--- src/rtl/alu_disp_pkg.sv ---
// Shared types and constants for the ALU result display: FSM states, segment patterns,
// digit positions and the double-dabble iteration count. Honours ALU_DISP_SIGNED_EN.
package alu_disp_pkg;

    typedef enum logic {
        IDLE = 1'b0,
        CONV = 1'b1
    } state_t;

    // Segment patterns, bit order gfedcba, active-high.
    localparam logic [6:0] SEG_DIGIT [0:9] = '{
        7'h3F, 7'h06, 7'h5B, 7'h4F, 7'h66,
        7'h6D, 7'h7D, 7'h07, 7'h7F, 7'h6F
    };
    localparam logic [6:0] SEG_BLANK = 7'h00;
    localparam logic [6:0] SEG_MINUS = 7'h40;

    localparam logic [1:0] DIG_ONES = 2'd0;
    localparam logic [1:0] DIG_TENS = 2'd1;
    localparam logic [1:0] DIG_HUND = 2'd2;
    localparam logic [1:0] DIG_SIGN = 2'd3;

`ifdef ALU_DISP_SIGNED_EN
    localparam logic [1:0] DIG_LAST = DIG_SIGN;
    localparam logic [3:0] DIGIT_SEL_MASK = 4'b1111;
`else
    localparam logic [1:0] DIG_LAST = DIG_HUND;
    localparam logic [3:0] DIGIT_SEL_MASK = 4'b0111;
`endif

    localparam int ITER_COUNT = 8;
    localparam int ITER_W     = $clog2(ITER_COUNT);
    localparam logic [ITER_W-1:0] ITER_LAST = ITER_W'(ITER_COUNT - 1);

    // Double-dabble correction applied to each BCD nibble before the shift.
    function automatic logic [3:0] dd_adjust(input logic [3:0] nib);
        return (nib >= 4'd5) ? nib + 4'd3 : nib;
    endfunction

endpackage

--- src/rtl/seg7_decode.sv ---
// BCD digit plus blank flag to common-cathode 7-segment pattern (gfedcba, active-high).
module seg7_decode
    import alu_disp_pkg::*;
(
    input  logic [3:0] bcd,
    input  logic       blank,
    output logic [6:0] seg
);

    always_comb begin
        // NOTE: default first so every path assigns seg and no latch is inferred.
        seg = SEG_BLANK;
        if (!blank) begin
            for (int d = 0; d < 10; d++) begin
                if (bcd == 4'(d)) seg = SEG_DIGIT[d];
            end
        end
    end

endmodule

--- src/rtl/alu_result_display.sv ---
// ALU result to BCD (sequential double-dabble) and multiplexed 7-segment scan with
// leading-zero blanking. Define ALU_DISP_SIGNED_EN for two's-complement input and a sign digit.
module alu_result_display
    import alu_disp_pkg::*;
#(
    parameter int REFRESH_DIV = 1000
) (
    input  logic       clk,
    input  logic       rst_n,
    input  logic       res_valid,
    input  logic [7:0] res_data,
    output logic       res_ready,
    output logic       busy,
    output logic [6:0] seg,
    output logic [3:0] digit_sel
);

    localparam int CNT_W = (REFRESH_DIV > 1) ? $clog2(REFRESH_DIV) : 1;
    localparam logic [CNT_W-1:0] CNT_LAST = CNT_W'(REFRESH_DIV - 1);

    state_t              state;
    logic [7:0]          bin;
    logic [11:0]         bcd;
    logic [ITER_W-1:0]   iter;
    logic                pend_neg;

    logic [3:0]          disp_hund;
    logic [3:0]          disp_tens;
    logic [3:0]          disp_ones;
    logic                disp_neg;

    logic [CNT_W-1:0]    refresh_cnt;
    logic [1:0]          scan_idx;

    logic [7:0]          cap_mag;
    logic                cap_neg;
    logic [11:0]         bcd_adj;
    logic [11:0]         bcd_next;
    logic [7:0]          bin_next;

`ifdef ALU_DISP_SIGNED_EN
    // -128 negates to 8'h80, which still reads correctly as magnitude 128.
    assign cap_neg = res_data[7];
    assign cap_mag = res_data[7] ? 8'(-res_data) : res_data;
`else
    assign cap_neg = 1'b0;
    assign cap_mag = res_data;
`endif

    assign bcd_adj  = {dd_adjust(bcd[11:8]), dd_adjust(bcd[7:4]), dd_adjust(bcd[3:0])};
    assign bcd_next = {bcd_adj[10:0], bin[7]};
    assign bin_next = {bin[6:0], 1'b0};

    always_ff @(posedge clk or negedge rst_n) begin
        if (!rst_n) begin
            state     <= IDLE;
            bin       <= '0;
            bcd       <= '0;
            iter      <= '0;
            pend_neg  <= 1'b0;
            res_ready <= 1'b1;
            busy      <= 1'b0;
            disp_hund <= '0;
            disp_tens <= '0;
            disp_ones <= '0;
            disp_neg  <= 1'b0;
        end else begin
            // NOTE: non-blocking assignments so every register samples pre-edge values.
            case (state)
                IDLE: begin
                    if (res_valid && res_ready) begin
                        bin       <= cap_mag;
                        pend_neg  <= cap_neg;
                        bcd       <= '0;
                        iter      <= '0;
                        state     <= CONV;
                        res_ready <= 1'b0;
                        busy      <= 1'b1;
                    end
                end
                CONV: begin
                    bin  <= bin_next;
                    bcd  <= bcd_next;
                    iter <= iter + 1'b1;
                    // Display registers update only here, all at once, so the scan never
                    // shows a half-converted value.
                    if (iter == ITER_LAST) begin
                        disp_hund <= bcd_next[11:8];
                        disp_tens <= bcd_next[7:4];
                        disp_ones <= bcd_next[3:0];
                        disp_neg  <= pend_neg;
                        state     <= IDLE;
                        res_ready <= 1'b1;
                        busy      <= 1'b0;
                    end
                end
                default: begin
                    state     <= IDLE;
                    res_ready <= 1'b1;
                    busy      <= 1'b0;
                end
            endcase
        end
    end

    always_ff @(posedge clk or negedge rst_n) begin
        if (!rst_n) begin
            refresh_cnt <= '0;
            scan_idx    <= DIG_ONES;
        end else if (refresh_cnt == CNT_LAST) begin
            refresh_cnt <= '0;
            scan_idx    <= (scan_idx == DIG_LAST) ? DIG_ONES : scan_idx + 2'd1;
        end else begin
            refresh_cnt <= refresh_cnt + 1'b1;
        end
    end

    assign digit_sel = DIGIT_SEL_MASK & (4'b0001 << scan_idx);

    logic [3:0] mux_bcd;
    logic       mux_blank;
    logic       sign_pos;
    logic [6:0] dec_seg;

    always_comb begin
        mux_bcd   = disp_ones;
        mux_blank = 1'b0;
        sign_pos  = 1'b0;
        case (scan_idx)
            DIG_ONES: begin
                mux_bcd   = disp_ones;
                mux_blank = 1'b0;
            end
            DIG_TENS: begin
                mux_bcd   = disp_tens;
                mux_blank = (disp_hund == 4'd0) && (disp_tens == 4'd0);
            end
            DIG_HUND: begin
                mux_bcd   = disp_hund;
                mux_blank = (disp_hund == 4'd0);
            end
            default: begin
                mux_blank = 1'b1;
                sign_pos  = 1'b1;
            end
        endcase
    end

    seg7_decode u_seg7_decode (
        .bcd   (mux_bcd),
        .blank (mux_blank),
        .seg   (dec_seg)
    );

    assign seg = sign_pos ? (disp_neg ? SEG_MINUS : SEG_BLANK) : dec_seg;

endmodule

--- config.mk ---
export PLATFORM = sky130hd
export DESIGN_NAME = alu_result_display
export DESIGN_NICKNAME = d
export VERILOG_FILES = /design/src/rtl/alu_disp_pkg.sv /design/src/rtl/seg7_decode.sv /design/src/rtl/alu_result_display.sv
export SDC_FILE = /design/constraint.sdc
export NUM_CORES = 1
export LEC_CHECK = 0
export ABC_AREA = 1
export CORE_MARGIN = 8
export CORE_UTILIZATION = 56
export DETAILED_ROUTE_END_ITERATION = 7
export PLACE_DENSITY = 0.83
export SLEW_MARGIN = 25
export SYNTH_ARGS = -nofsm -noshare
export SYNTH_HDL_FRONTEND = slang
export SYNTH_HIERARCHICAL = 1
export SYNTH_SLANG_ARGS = --single-unit
--- constraint.sdc ---
create_clock -name clk -period 4.5 [get_ports clk]
set_clock_uncertainty 0.15 [all_clocks]
set_input_delay 0.9 -clock clk [delete_from_list [all_inputs] [get_ports clk]]
set_output_delay 0.9 -clock clk [all_outputs]
set_load 0.1 [all_outputs]
==> summary.txt <==
Number of nets in the layout -> 413
CTS Root Cell -> clkbuf_8
Setup crit start kind -> register
Post-Syn Instances -> 368
Worst flop-to-flop path startpoint -> state
Count leader, synth -> nand2_1
Tmin final -> 3.69 ns
Longest Clk Path Bufs -> 2
CTS tree -> yes
Worst Setup Path Type -> register to output pin
Worst reg2reg endpoint -> iter[2]
Antenna violations before repair -> 0
PostCTS Resize Cnt -> 0
Final cell count without fillers -> 457
Hold Crit Depth -> 2
#FFs+latches synth -> 50
Sequential-to-total area share from yosys stat -> 44.7%
Setup TNS -> 0 ns
Worst r2r path cells -> 4
Skew-Pair Late Insertion Delay -> 0.30 ns
Final hold viol count -> 0
First-pass GRT wire length -> 9600 microns
Critical Path AT -> 2.64 ns
Mapped Area -> 2800 sq um
Synth Net Count -> 392
PD cells -> 753 nW/um^2
Largest net degree at the start of global routing -> 51
Core area -> 4790 sq um
Max VDD drop -> 563 uV
DRT iter0 DRCs -> 99
I/O pin count -> 24
Unrepaired setup endpoints after global routing -> false
Placed cells -> 449
Pwr Total -> 2.39 mW
Worst setup EP type -> output pin
Final Slew Violations -> 0
Drt wl/cell -> 11.6 microns
Max frequency -> 271 MHz
Die Wd -> 86.7 microns
Final worst slack -> 0.808 ns
Ys async rst share -> 100%
Dominant cells by area after synthesis -> dfrtp_1 (44%), nand2_1 (14%), nand3_1 (6.8%)
Buffers on Ports -> 22
Routed Antenna Nets -> 0
Static Leak -> 1.63 nW
Worst hold path endpoint -> busy
Startpoint of the worst hold path -> busy
Clk sink count -> 50
# hold bufs at CTS -> 0
GRT overflow -> 0
Ys flop type -> dfrtp_1
Initial cell density of the core -> 58.5%
Pre-CTS setup slack -> 1.13 ns
Depth of the CTS H-tree -> 2
DR DRC count -> 0
Unique masters post-synth -> 30
Syn-to-layout area delta -> 13.1%
Total GRT Usage -> 15.6%
Setup violators final -> 0
DRT Pass-1 Iters -> 4
Chip height -> 86.7 microns
Clock slew at reported path FFs -> 0.10 ns
Yosys synthesis warning count -> 6
Syn Area/Cell -> 7.61 sq um
# Max-Cap Violations -> 0
Vias -> 2373
Share of the synthesized area in the top cell type -> 43.8%
WL final -> 5320 microns
DIE AREA -> 7520 sq um
Hold crit path type -> register to register
Most frequent cells after synthesis -> nand2_1 (104), dfrtp_1 (49), inv_1 (46)
GP Congestion -> 0.866
Worst slew pin tran -> 0.968 ns
Total CTS buffers -> 5
Post-synth top area cell -> dfrtp_1
Vias in the first global route -> 2263
Ant diodes -> 0
Slew margin rel. -> 35.2%
Post-CTS Setup Bufs -> 0
Status -> completed
Critical path required time -> 3.45 ns
Post-synth EDFFs -> 0
Layout cell share with drive strength beyond 1 -> 10.5%
Setup slack, reg-to-reg -> 2.60 ns
Via density -> 5.19
Site Rows -> 25
CP Max Fanout -> 8
Fin crit share -> 82.0%
Hpwl dp -> 3940 microns
==> registers in the layout, summed over array words and instances (netlist names) <==
| signal | flops |
|---|---|
| disp_tens | 4 |
| bin | 8 |
| scan_idx | 2 |
| res_ready | 1 |
| iter | 3 |
| disp_hund | 4 |
| busy | 1 |
| bcd | 12 |
| state | 1 |
| refresh_cnt | 10 |
| disp_ones | 4 |
==> cell usage in the layout, fill, tap and decap left out, types with 6 or more instances in the layout <==
cell type	netlist	routed
nor2_2	3	9
nand2_1	104	104
nand3_1	38	38
inv_1	46	46
o21ai_0	17	17
ha_1	13	13
dfrtp_1	49	49
buf_4	3	8
clkdlybuf4s50_1	0	14
a21oi_1	7	7
nor2_1	33	27
nand4_1	6	6
==> worst max-delay path by stage <==
stage / slack (ns) / cells past startpoint / endpoint / from
after CTS: 0.79 / 13 / seg[0] / scan_idx[1]
after global routing: 0.54 / 13 / seg[0] / scan_idx[1]
after detailed placement: 1.13 / 13 / seg[0] / scan_idx[0]
after global placement: 1.24 / 13 / seg[0] / scan_idx[1]
final: 0.81 / 13 / seg[0] / scan_idx[0]
after floorplan: 0.01 / 8 / seg[4] / scan_idx[0]
==> area by class of cell <==
cell class                 instances  area, sq um
multi-input combinational        257         1320
clock inverter                     3         43.8
sequential                        50         1250
inverter                          52          198
fill                             407         1620
clock buffer                       5         68.8
timing repair buffer              23          205
tap                               67         83.8
==> critical path, stage by stage, from the launching register on <==
cell	delay, ns
dfrtp_1	0.40
inv_1	0.09
ha_1	0.40
nor2_1	0.08
a31oi_1	0.45
inv_2	0.10
nor2_2	0.12
nand3_1	0.10
nand2_1	0.07
nor2_1	0.04
nor2_1	0.08
inv_1	0.05
nor2_2	0.07
buf_4	0.29
==> where the power goes <==
group          leakage, nW  internal (mW)  switching [mW]
clock               0.0585          0.167           0.149
sequential           0.627          0.606           0.120
combinational        0.948          0.364           0.980
==> per-stage QoR <==
step / hold slack [ns] / utilization, % / area [sq um]
finish: 0.339 / 66.2 / 3170
floorplan: 0.299 / - / 2810
global placement: 0.310 / 63.8 / 3050
detailed placement: 0.320 / 63.8 / 3050
global route: 0.366 / 66.2 / 3170
CTS: 0.337 / 66.2 / 3170
==> layer usage <==
metal / up-vias / track usage (%) / part of all wire [%]
li1: 1219 / - / -
met1: 1097 / 19.1 / 47
met2: 51 / 26.3 / 47
met3: 6 / 3.97 / 4.8
met4: 0 / 4.54 / 1.2
met5: - / 0 / 0
==> kinds of logic after synthesis <==
group / synth area share, %
AND/OR/NAND/NOR: 30.8
buffers and inverters: 8.81
flip-flops: 44.7
AO/OA/AOI/OAI: 8.76
adder cells (fa/ha/maj): 5.81
XOR/XNOR: 0.939
other: 0.134
No activity file was read; power rests on OpenSTA's default activity.
